[config.mk]
export PLATFORM = sky130hd
export DESIGN_NAME = mpu_load
export DESIGN_NICKNAME = d
export VERILOG_FILES = /design/src/rtl/mpu_load_pkg.sv /design/src/rtl/mpu_load_index_gen.sv /design/src/rtl/mpu_load.sv
export SDC_FILE = /design/constraint.sdc
export NUM_CORES = 1
export LEC_CHECK = 0
export CELL_PAD_IN_SITES_DETAIL_PLACEMENT = 0
export CELL_PAD_IN_SITES_GLOBAL_PLACEMENT = 1
export CORE_UTILIZATION = 30
export CTS_CLUSTER_SIZE = 25
export DETAILED_ROUTE_END_ITERATION = 6
export PLACE_DENSITY_LB_ADDON = 0.1
export SYNTH_ARGS = -nofsm -noshare
export SYNTH_HDL_FRONTEND = slang
export SYNTH_SLANG_ARGS = --single-unit
[constraint.sdc]
create_clock -name clk -period 5.8 [get_ports clk]
set_input_delay 0.58 -clock clk [delete_from_list [all_inputs] [get_ports clk]]
set_output_delay 0.58 -clock clk [all_outputs]
set_load 0.005 [all_outputs]
[src/rtl/mpu_load_pkg.sv]
// Shared definitions for the matrix load unit.
// global_defs holds the matrix sizing; mpu_pkg holds the load FSM states,
// the MPU operation codes and the row-major element index helper.
// MPU_LOAD_SIZE_CHECK_EN adds the ERR state used for rejected requests.
package global_defs;
    localparam int FP              = 32;
    localparam int M               = 4;
    localparam int N               = 4;
    localparam int MBITS           = $clog2(M);
    localparam int NBITS           = $clog2(N);
    localparam int MATRIX_REG_SIZE = 3;
endpackage

package mpu_pkg;
    import global_defs::*;

    localparam int IDX_BITS = $clog2(M * N);
    localparam int IDX_WIDE = MBITS + NBITS + 2;

    typedef enum logic [2:0] {
        OP_NOP   = 3'd0,
        OP_LOAD  = 3'd1,
        OP_STORE = 3'd2,
        OP_ADD   = 3'd3,
        OP_SUB   = 3'd4,
        OP_MUL   = 3'd5
    } mpu_operation_t;

    typedef enum logic [1:0] {
        ST_IDLE = 2'd0,
        ST_LOAD = 2'd1,
`ifdef MPU_LOAD_SIZE_CHECK_EN
        ST_ERR  = 2'd3,
`endif
        ST_DONE = 2'd2
    } mpu_load_state_t;

    // Row-major flat index i*n+j, computed wide enough to never overflow
    function automatic logic [IDX_BITS-1:0] elem_index(
        input logic [MBITS-1:0] i,
        input logic [NBITS-1:0] j,
        input logic [NBITS:0]   n
    );
        return IDX_BITS'(IDX_WIDE'(i) * IDX_WIDE'(n) + IDX_WIDE'(j));
    endfunction
endpackage

[src/rtl/mpu_load_index_gen.sv]
// Row/column walker for the matrix load: holds the i/j counters, exposes
// the location of the next write and flags the final element (m-1, n-1).
module mpu_load_index_gen
    import global_defs::*;
(
    input  logic             clk,
    input  logic             rst,
    input  logic             clear,
    input  logic             advance,
    input  logic [MBITS:0]   m_size,
    input  logic [NBITS:0]   n_size,
    output logic [MBITS-1:0] i,
    output logic [NBITS-1:0] j,
    output logic [MBITS-1:0] next_i,
    output logic [NBITS-1:0] next_j,
    output logic             last
);
    logic row_end;

    // Detect the final column of a row and the final element of the matrix
    always_comb begin
        row_end = ({1'b0, j} == (n_size - 1'b1));
        last    = row_end && ({1'b0, i} == (m_size - 1'b1));
    end

    // Location of the next write: restart on clear, wrap j into i on advance
    always_comb begin
        next_i = i;
        next_j = j;
        if (clear) begin
            next_i = '0;
            next_j = '0;
        end else if (advance) begin
            if (row_end) begin
                next_j = '0;
                next_i = i + 1'b1;
            end else begin
                next_j = j + 1'b1;
            end
        end
    end

    // Counter registers
    always_ff @(posedge clk or negedge rst) begin
        if (!rst) begin
            i <= '0;
            j <= '0;
        end else begin
            i <= next_i;
            j <= next_j;
        end
    end
endmodule

[src/rtl/mpu_load.sv]
// Matrix load unit: accepts a load request in IDLE, captures the source
// matrix, sizes and destination, then streams one element per cycle to the
// register file in row-major order and pulses ack when done.
// Optional feature macro: MPU_LOAD_SIZE_CHECK_EN (reject illegal sizes via
// ERR); without it sizes are saturated into 1..M / 1..N.
module mpu_load
    import global_defs::*;
    import mpu_pkg::*;
(
    input  logic                            clk,
    input  logic                            rst,
    input  logic                            load_en_in,
    input  logic [M*N-1:0][FP-1:0]          mem_load_element_in,
    input  logic [MBITS:0]                  mem_m_load_size_in,
    input  logic [NBITS:0]                  mem_n_load_size_in,
    input  logic [MATRIX_REG_SIZE-1:0]      mem_load_addr_in,
    output logic                            mem_load_error_out,
    output logic                            mem_load_ack_out,
    output logic                            reg_load_en_out,
    output logic [MATRIX_REG_SIZE-1:0]      reg_load_addr_out,
    output logic [FP-1:0]                   reg_load_element_out,
    output logic [MBITS-1:0]                reg_i_load_loc_out,
    output logic [NBITS-1:0]                reg_j_load_loc_out,
    output logic [MBITS:0]                  reg_m_load_size_out,
    output logic [NBITS:0]                  reg_n_load_size_out
);
    localparam logic [MBITS:0] M_MAX = (MBITS + 1)'(M);
    localparam logic [NBITS:0] N_MAX = (NBITS + 1)'(N);

    mpu_load_state_t              state, next_state;
    logic                         accept;
    logic                         advance;
    logic [M*N-1:0][FP-1:0]       matrix_q;
    logic [MBITS:0]               m_q, m_cap;
    logic [NBITS:0]               n_q, n_cap;
    logic [MATRIX_REG_SIZE-1:0]   addr_q;
    logic [MBITS-1:0]             cur_i, next_i;
    logic [NBITS-1:0]             cur_j, next_j;
    logic                         last;
    logic                         load_en_d;
    logic                         ack_d;
    logic [FP-1:0]                element_d;
`ifdef MPU_LOAD_SIZE_CHECK_EN
    logic                         request_legal;
    logic                         err_d;
`endif

    // Condition the requested sizes before they are captured
    always_comb begin
`ifdef MPU_LOAD_SIZE_CHECK_EN
        m_cap = mem_m_load_size_in;
        n_cap = mem_n_load_size_in;
        request_legal = (mem_m_load_size_in != '0) && (mem_n_load_size_in != '0) &&
                        (mem_m_load_size_in <= M_MAX) && (mem_n_load_size_in <= N_MAX);
`else
        if (mem_m_load_size_in == '0)
            m_cap = (MBITS + 1)'(1);
        else if (mem_m_load_size_in > M_MAX)
            m_cap = M_MAX;
        else
            m_cap = mem_m_load_size_in;
        if (mem_n_load_size_in == '0)
            n_cap = (NBITS + 1)'(1);
        else if (mem_n_load_size_in > N_MAX)
            n_cap = N_MAX;
        else
            n_cap = mem_n_load_size_in;
`endif
    end

    // State register
    always_ff @(posedge clk or negedge rst) begin
        if (!rst)
            state <= ST_IDLE;
        else
            state <= next_state;
    end

    // Next-state logic; requests are only looked at in IDLE
    always_comb begin
        next_state = state;
        accept     = 1'b0;
        unique case (state)
            ST_IDLE: begin
                if (load_en_in) begin
                    accept = 1'b1;
`ifdef MPU_LOAD_SIZE_CHECK_EN
                    next_state = request_legal ? ST_LOAD : ST_ERR;
`else
                    next_state = ST_LOAD;
`endif
                end
            end
            ST_LOAD: begin
                if (last)
                    next_state = ST_DONE;
            end
            ST_DONE: next_state = ST_IDLE;
`ifdef MPU_LOAD_SIZE_CHECK_EN
            ST_ERR:  next_state = ST_IDLE;
`endif
            default: next_state = ST_IDLE;
        endcase
    end

    assign advance = (state == ST_LOAD) && !last;

    mpu_load_index_gen u_index_gen (
        .clk     (clk),
        .rst     (rst),
        .clear   (accept),
        .advance (advance),
        .m_size  (m_q),
        .n_size  (n_q),
        .i       (cur_i),
        .j       (cur_j),
        .next_i  (next_i),
        .next_j  (next_j),
        .last    (last)
    );

    // Output values for the coming cycle, aligned with the next state
    always_comb begin
        load_en_d = (next_state == ST_LOAD);
        ack_d     = (next_state == ST_DONE);
        element_d = '0;
        if (load_en_d)
            element_d = accept ? mem_load_element_in[0]
                               : matrix_q[elem_index(next_i, next_j, n_q)];
`ifdef MPU_LOAD_SIZE_CHECK_EN
        err_d = (next_state == ST_ERR);
`endif
    end

    // Capture the request so later input changes cannot disturb the load
    always_ff @(posedge clk or negedge rst) begin
        if (!rst) begin
            matrix_q <= '0;
            m_q      <= '0;
            n_q      <= '0;
            addr_q   <= '0;
        end else if (accept) begin
            matrix_q <= mem_load_element_in;
            m_q      <= m_cap;
            n_q      <= n_cap;
            addr_q   <= mem_load_addr_in;
        end
    end

    // Registered strobe, ack and data outputs
    always_ff @(posedge clk or negedge rst) begin
        if (!rst) begin
            reg_load_en_out      <= 1'b0;
            mem_load_ack_out     <= 1'b0;
            reg_load_element_out <= '0;
        end else begin
            reg_load_en_out      <= load_en_d;
            mem_load_ack_out     <= ack_d;
            reg_load_element_out <= element_d;
        end
    end

`ifdef MPU_LOAD_SIZE_CHECK_EN
    // Registered reject pulse
    always_ff @(posedge clk or negedge rst) begin
        if (!rst)
            mem_load_error_out <= 1'b0;
        else
            mem_load_error_out <= err_d;
    end
`else
    assign mem_load_error_out = 1'b0;
`endif

    assign reg_load_addr_out   = addr_q;
    assign reg_m_load_size_out = m_q;
    assign reg_n_load_size_out = n_q;
    assign reg_i_load_loc_out  = cur_i;
    assign reg_j_load_loc_out  = cur_j;
endmodule

Word-level counts from Yosys, hierarchy flattened
Cells that the tools add are included.

Shift operators: 0. Equality and inequality tests: 5. Multipliers: 1. Reduce and logical (&&, ||, !) cells: 6. Order comparisons: 3. Muxes and demuxes: 19. Div/mod/pow operators: 0. Add/sub/neg operators: 5. Bitwise operators: 0.

Operators with widths (number): binary-select mux 32 bit (select 4 bit) (1); 2-to-1 mux 32 bit (3); 2-to-1 mux 2 bit (8); 2-to-1 mux 3 bit (4); == test 2 x 3 -> 1 bit (2); > comparator 3 bit (second input constant) (2); logical NOT 3 bit (2); subtractor 3 x 1 -> 3 bit (second input constant) (2); < comparator 4 x 5 -> 1 bit (second input constant) (1); adder 2 x 1 -> 2 bit (second input constant) (2); adder 4 x 2 -> 4 bit (1); == test 2 x 1 -> 1 bit (second input constant) (2); multiplier 2 x 3 -> 4 bit (1); one-hot mux 2 bit (2 select lines) (1); == test 2 bit (second input constant) (1); logical AND 1 bit (2); logical NOT 2 bit (1); 2-to-1 mux 1 bit (2); logical NOT 1 bit (1).

Logic and storage cells: 64. Bits in writable memories: 0. Memory bits (read-only): 0. Bits in registers: 561. Input bits: 524. Latch bits: 0. Output and inout port bits: 48. Memories kept: 0.

Logic depth before layout (Yosys ltp)
Depth after elaboration: 13. Gate-level depth with buffers: 19. Gate-level depth less buffers: 17.

Hierarchy
From an unflattened synthesis, not the netlist that was laid out.

Cell total of the unflattened synthesis: 2598. Area, all modules: 24972.7 sq um.

Modules (own cells, without submodules): mpu_load (seq. area each 13938.4 sq um, cells each 2560, times used 1, area each 24626.1 sq um); mpu_load_index_gen (seq. area each 100.1 sq um, cells each 38, times used 1, area each 346.6 sq um).

Worst setup path after synthesis
No wires, ideal clock.

Kind: reg2reg. Start point: register n_q[0], in the netlist reg_n_load_size_out[0]. End point: register reg_load_element_out[13]. Cell stages (with the launch flop): 20. Data required time: 5668 ps. Clock period less this slack: 4614 ps. Library setup time: 132 ps. Arrival time: 4482 ps. Path buffers: 3. Slack: 1186 ps. Path through: dfrtp_1 inv_1 ha_1 xor2_1 nand3_1 buf_2 o21ai_0 a22oi_1 nor2_1 fa_1 ha_1 inv_1 fa_1 clkbuf_1 clkbuf_1 mux4_2 mux2i_1 o21ai_0 a32oi_1 o21ai_1.

Elaborated cells on any way between the ends: 20. Those cells by class: add/sub (2); mul (1); eq/ne (2); mux (12); reduce/logical (3).

RTL lines: start, declared (RTL line mpu_load.sv:35) `logic [NBITS:0] n_q, n_cap;`; start signal, assigned (RTL line mpu_load.sv:145) `n_q <= n_cap;`; subtractor 3 x 1 -> 3 bit (*) (RTL line mpu_load_index_gen.sv:22) `row_end = ({1'b0, j} == (n_size - 1'b1));`; == test 2 x 3 -> 1 bit (*) (RTL line mpu_load_index_gen.sv:22); logical AND 1 bit (RTL line mpu_load_index_gen.sv:23) `last = row_end && ({1'b0, i} == (m_size - 1'b1));`; logical NOT 1 bit (RTL line mpu_load.sv:106) `assign advance = (state == ST_LOAD) && !last;`; logical AND 1 bit (RTL line mpu_load.sv:106); 2-to-1 mux 2 bit (*) (RTL line mpu_load_index_gen.sv:33) `end else if (advance) begin`; 2-to-1 mux 2 bit (*) (RTL line mpu_load_index_gen.sv:30) `if (clear) begin`; net next_j[1] (RTL line mpu_load.sv:38) `logic [NBITS-1:0] cur_j, next_j;`; adder 4 x 2 -> 4 bit (*) (RTL line mpu_load_pkg.sv:44) `return IDX_BITS'(IDX_WIDE'(i) * IDX_WIDE'(n) + IDX_WIDE'(j));`; binary-select mux 32 bit (select 4 bit) (*) (RTL line mpu_load.sv:129) `: matrix_q[elem_index(next_i, next_j, n_q)];`; 2-to-1 mux 32 bit (implied by the code) (*) (RTL line mpu_load.sv:129); 2-to-1 mux 32 bit (*) (RTL line mpu_load.sv:128) `element_d = accept ? mem_load_element_in[0]`; 2-to-1 mux 32 bit (*) (RTL line mpu_load.sv:127) `if (load_en_d)`; net element_d[13] (RTL line mpu_load.sv:42) `logic [FP-1:0] element_d;`; end signal, assigned (RTL line mpu_load.sv:159) `reg_load_element_out <= element_d;`; end, declared (RTL line mpu_load.sv:21) `output logic [FP-1:0] reg_load_element_out,`.

The timed path passes the listed nets; every way through them passes the cells marked *. The select of a mux whose other input is x is not followed. A chain may end at the register's enable or synchronous reset.

Worst setup path in the final report
Start point: register n_q[0], in the netlist reg_n_load_size_out[0]. End point: register reg_load_element_out[9].

Cells in the longest elaborated chain, start to end: 13. Elaborated cells on any way between the ends: 20. Those cells by class: add/sub (2); mul (1); eq/ne (2); mux (12); reduce/logical (3).

RTL lines (RTL line): subtractor 3 x 1 -> 3 bit (mpu_load_index_gen.sv:22); == test 2 x 3 -> 1 bit (mpu_load_index_gen.sv:22); logical AND 1 bit (mpu_load_index_gen.sv:23); logical NOT 1 bit (mpu_load.sv:106); logical AND 1 bit (mpu_load.sv:106); 2-to-1 mux 2 bit (mpu_load_index_gen.sv:33); 2-to-1 mux 2 bit (mpu_load_index_gen.sv:30); multiplier 2 x 3 -> 4 bit (mpu_load_pkg.sv:44); adder 4 x 2 -> 4 bit (mpu_load_pkg.sv:44); binary-select mux 32 bit (select 4 bit) (mpu_load.sv:129); 2-to-1 mux 32 bit (implied by the code) (mpu_load.sv:129); 2-to-1 mux 32 bit (mpu_load.sv:128); 2-to-1 mux 32 bit (*) (mpu_load.sv:127); net element_d[9] (mpu_load.sv:42).

Marks and branches as above.

==> results.md <==
* Run status: finished, final reports clean
* Int Pwr at approximately 15,000 uW
* Number of nets in the layout at 3,747
* Maximum number of pins on one net before global-route repair at 223
* DP Wirelength at around 67 mm
* Leak at 0.0167 uW
* Buffers added on ports at 570
* Number of warnings printed during yosys synthesis at 0
* Height of the die at about 300 um
* Delay contributed by the slowest stage of the critical path at 890 ps
* Layout area overhead at 35.5%
* Slowest-stage cell, CP: sky130_fd_sc_hd__fa_4
* Kind of end point of the critical path: register
* Clock edge transition at the registers on the reported setup and hold paths at 60 ps
* Count of antenna-violating nets left after detailed routing at 0
* Multiplexer fraction of the synthesized cell area at 15.1%
* Fmax achieved at between 150 and 200 MHz
* Post-synthesis average cell area at 9.48 um2
* Worst slack at placement at between 200 and 250 ps
* Final worst path period share at 94.6%
* Psw at 9680 uW
* Number of buffers between clock root and the deepest sink at 3
* Number of library cell types mapped by synthesis at just over 40
* Adder-cell share of the synthesized area at 0.398%
* Width of the die at 295 um
* Number of detailed-routing iterations run before antenna repair at 5
* Commonest register cell after synthesis: sky130_fd_sc_hd__dfrtp_1
* Fraction of power spent switching nets at around 40%
* Combinational cell fraction of total power at 54.6%
* Power density relative to cell area at between 600 and 700 mW/mm2
* Number of flip-flops and latches in the synthesized netlist at 561
* Number of antenna violations at the first check in global routing at 23
* Final hold violation count at 0
* Met3 WL at around 6 mm
* Placeable core region at 0.0851 mm2
* Met1 wire length at 43.2 mm
* Number of remaining DRC errors at 0
* Worst Path Arrival at 5940 ps
* Buffer and inverter count on the worst path at 4
* CTS root buffer: sky130_fd_sc_hd__clkbuf_16
* Post-DR wirelength/cell at 21.8 um
* Fillcell total at between 8,000 and 9,000
* Hold slack final at 39.0 ps
* Number of flops mapped to enable cells by yosys at 0
* Required time worst endpoint at 6250 ps
* Die Footprint at 0.0870 mm2
* Startpoint class of the critical path: register
* Worst-case headroom to the max-slew limit at around a quarter
* Area share of and/or/nand/nor cells after synthesis at 24.0%
* Category of cells accounting for the largest share of critical-path delay: adder cells
* Number of placement rows at 107
* Number of H-tree levels at 3
* Cell area after placement at between 0.03 and 0.04 mm2
* DRC violation total after the first TritonRoute iteration at 1,364
* Final setup slack of the worst path at between 300 and 400 ps
* Finish-stage setup viols at 0
* Clock latency of the later-clocked register in the worst-skew pair at 610 ps
* Net count after synthesis at 3,248
* Worst min-delay path class: input pin to async pin
* Total congestion overflow at 0
* Worst Setup SP: reg_n_load_size_out[0]$_DFFE_PN0P_
* Fraction of the mapped netlist area in compound gates at around 2.7%
* PnR Total Power at approximately 24,000 uW
* Number of top-level pins at 572
* Syn Inst Count at 2,717
* Final wirelength at 96.2 mm
* Proportion of power drawn by the clock network at 17.4%
* Fraction of registers with async set/reset at 100%
* Final slew viol count at 0
* Via Count at 21,100
* TritonCTS clock tree: yes
* Final TNS setup at 0 ps
* Total met2 wirelength after detailed routing at between 40 and 50 mm
* Post-synthesis xor/xnor area fraction at 0.306%
* Unrepaired setup endpoints after global routing: no
* Peak VDD IR at around 460 uV
* Weighted congestion at the end of routability-driven global placement at roughly 0.83
* Sequential element share of the synthesized area at 54.5%
* Number of global-route vias before repair at 22,200
* Ratio of cells with drive above 1 in the final layout at 8.75%
* Post-layout instance area at 0.0349 mm2
* Critical path class: register to register
* Most frequent cell on the critical path: sky130_fd_sc_hd__inv_1
* Buffers inserted by post-CTS timing repair at 0
* Wire length of the first global-routing pass at 142 mm
* Critical-path cell list: inv_1 -> ha_1 -> xor2_1 -> nand3_2 -> nor3b_1 -> xnor2_1 -> nor3_1 -> fa_1 -> ha_4 -> inv_1 -> fa_4 -> buf_12 -> mux4_2 -> mux2i_1 -> buf_4 -> o21ai_0 -> a32oi_1 -> o21ai_1
* CTS Buf Count at 69
* Synth Cell Area at between 0.02 and 0.03 mm2
* Largest family of logic cells by synthesized area: simple AND/OR/NAND/NOR gates
* Clock Sinks at 561
* Largest fanout on the critical path at 43
* Sequential share of power at 27.9%
* Uppermost metal layer occupied by signal nets: met5
* Max cap viols at 0
* Launch point of the worst reg-to-reg path: reg_n_load_size_out[0]$_DFFE_PN0P_
* Worst clock skew on the final layout at 23.2 ps
* Effective utilization at floorplan at 30.3%
* Vias per cell at 4.78
* Fin crit period at 5490 ps
* Least-Margin Pin Slew at around 1100 ps
* Total GRT Usage at between 20% and 30%
[timing repair]
| item | 4_1_cts | 5_1_grt |
|---|---|---|
| gates resized for setup | 0 | 4 |
| endpoints found under the setup margin | 0 | 12 |
| hold buffers | 0 | 0 |
[power groups by stage]
stage / Clock, uW / Combinational (uW) / Sequential [uW]
after global routing: 4520 / 14500 / 7030
after CTS: 4370 / 13500 / 6820
after floorplan: 0 / 8990 / 6470
after global placement: 0 / 13200 / 6830
final: 4250 / 13300 / 6810
after detailed placement: 0 / 13400 / 6860
[final cells by class]
cell class | instances | area, um2 | area share [%]
Tap cell | 1144 | 1430 | 4.10
Clock buffer | 107 | 2040 | 5.85
Multi-Input combinational cell | 1968 | 11000 | 31.6
Timing Repair Buffer | 607 | 6130 | 17.5
Antenna cell | 11 | 27.5 | 0.0789
Sequential cell | 561 | 14000 | 40.2
Inverter | 9 | 33.8 | 0.0968
Clock inverter | 16 | 166 | 0.477
[state kept, by name, summed over array words and instances, names as in the netlist]
name                  count
matrix_q                512
mem_load_ack_out          1
reg_load_addr_out         3
reg_load_element_out     32
reg_load_en_out           1
reg_m_load_size_out       3
reg_n_load_size_out       3
state                     2
u_index_gen.i             2
u_index_gen.j             2
[worst reg2reg max path, delay by kind of cell (launching register included)]
| family | cells | cell delay, ps |
|---|---|---|
| AOI/OAI and AO/OA | 3 | 440 |
| adders and majority gates | 4 | 1900 |
| and+or+nand+nor | 3 | 680 |
| buffers and inverters | 4 | 670 |
| DFF | 1 | 370 |
| muxes | 2 | 890 |
| xor gates and xnor gates | 2 | 380 |
[cells in the mapped netlist (2+ instances only)]
master	count	area [um2]
sky130_fd_sc_hd__nand3_1	33	165
sky130_fd_sc_hd__mux4_2	128	2880
sky130_fd_sc_hd__xor2_1	5	43.8
sky130_fd_sc_hd__o21ai_1	31	155
sky130_fd_sc_hd__xnor2_1	4	35.0
sky130_fd_sc_hd__buf_2	15	75.1
sky130_fd_sc_hd__mux2i_1	66	661
sky130_fd_sc_hd__nand3b_1	3	22.5
sky130_fd_sc_hd__a32oi_1	31	272
sky130_fd_sc_hd__mux2_2	3	33.8
sky130_fd_sc_hd__clkbuf_1	157	589
sky130_fd_sc_hd__a21oi_1	3	15.0
sky130_fd_sc_hd__a22oi_1	2	15.0
sky130_fd_sc_hd__mux2_1	28	315
sky130_fd_sc_hd__ha_1	5	62.6
sky130_fd_sc_hd__dfrtp_1	561	14000
sky130_fd_sc_hd__fa_1	2	40.0
sky130_fd_sc_hd__o21ai_0	37	185
sky130_fd_sc_hd__buf_1	3	11.3
sky130_fd_sc_hd__nor3_1	7	35.0
sky130_fd_sc_hd__nand2_1	1554	5830
sky130_fd_sc_hd__inv_1	9	33.8
sky130_fd_sc_hd__and2_1	2	12.5
sky130_fd_sc_hd__nor3b_1	2	15.0
sky130_fd_sc_hd__buf_6	3	33.8
sky130_fd_sc_hd__nor2_1	8	30.0
[cell families (layout without fill, tap and decap cells)]
| logic type | after synthesis | count (layout) |
|---|---|---|
| AOI/OAI and AO/OA | 109 | 109 |
| xor gates and xnor gates | 9 | 9 |
| buffers and inverters | 188 | 739 |
| and+or+nand+nor | 1617 | 1617 |
| other | 1 | 12 |
| DFF | 561 | 561 |
| muxes | 225 | 225 |
| adders and majority gates | 7 | 7 |
[through the flow]
| stage | util (%) | cells |
|---|---|---|
| after global routing | 41.0 | 4420 |
| after detailed placement | 38.4 | 4289 |
| final | 41.0 | 4423 |
| after CTS | 41.0 | 4412 |
| after global placement | 38.4 | 4289 |
| after floorplan | - | 2717 |
[routing by layer]
metal  vias up  GRT usage (%)
met4        18           6.98
met1     10500           30.3
met3       162           4.69
li1       9810              -
met2       682           34.6
met5         -              0
[cell usage in the layout (no fill, tap or decap), types with 3 or more instances in the layout]
| cell | count |
|---|---|
| sky130_fd_sc_hd__nor2_1 | 8 |
| sky130_fd_sc_hd__nand3_1 | 32 |
| sky130_fd_sc_hd__xor2_1 | 5 |
| sky130_fd_sc_hd__clkdlybuf4s50_1 | 569 |
| sky130_fd_sc_hd__mux2_2 | 3 |
| sky130_fd_sc_hd__buf_4 | 26 |
| sky130_fd_sc_hd__clkbuf_8 | 13 |
| sky130_fd_sc_hd__dfrtp_1 | 561 |
| sky130_fd_sc_hd__a32oi_1 | 31 |
| sky130_fd_sc_hd__nand3b_1 | 3 |
| sky130_fd_sc_hd__diode_2 | 11 |
| sky130_fd_sc_hd__xnor2_1 | 4 |
| sky130_fd_sc_hd__nand2_1 | 1554 |
| sky130_fd_sc_hd__mux4_2 | 128 |
| sky130_fd_sc_hd__clkbuf_16 | 71 |
| sky130_fd_sc_hd__clkbuf_1 | 23 |
| sky130_fd_sc_hd__inv_1 | 9 |
| sky130_fd_sc_hd__o21ai_0 | 36 |
| sky130_fd_sc_hd__mux2i_1 | 64 |
| sky130_fd_sc_hd__o21ai_1 | 31 |
| sky130_fd_sc_hd__nor3_1 | 7 |
| sky130_fd_sc_hd__buf_12 | 11 |
| sky130_fd_sc_hd__ha_1 | 3 |
| sky130_fd_sc_hd__mux2_1 | 28 |
| sky130_fd_sc_hd__a21oi_1 | 3 |
| sky130_fd_sc_hd__clkinv_2 | 9 |
[worst paths after layout]
kind	cells past startpoint	end	slack, ps
worst min-delay path	1	matrix_q[225]$_DFFE_PN0P_	40
min in group clk	2	matrix_q[12]$_DFFE_PN0P_	470
worst max-delay path	18	reg_load_element_out[9]$_DFF_PN0_	310
worst min register to register	2	matrix_q[12]$_DFFE_PN0P_	470
max in group asynchronous	2	matrix_q[438]$_DFFE_PN0P_	4320
worst max register to register	18	reg_load_element_out[9]$_DFF_PN0_	310
Power figures use the tool's default switching activity.
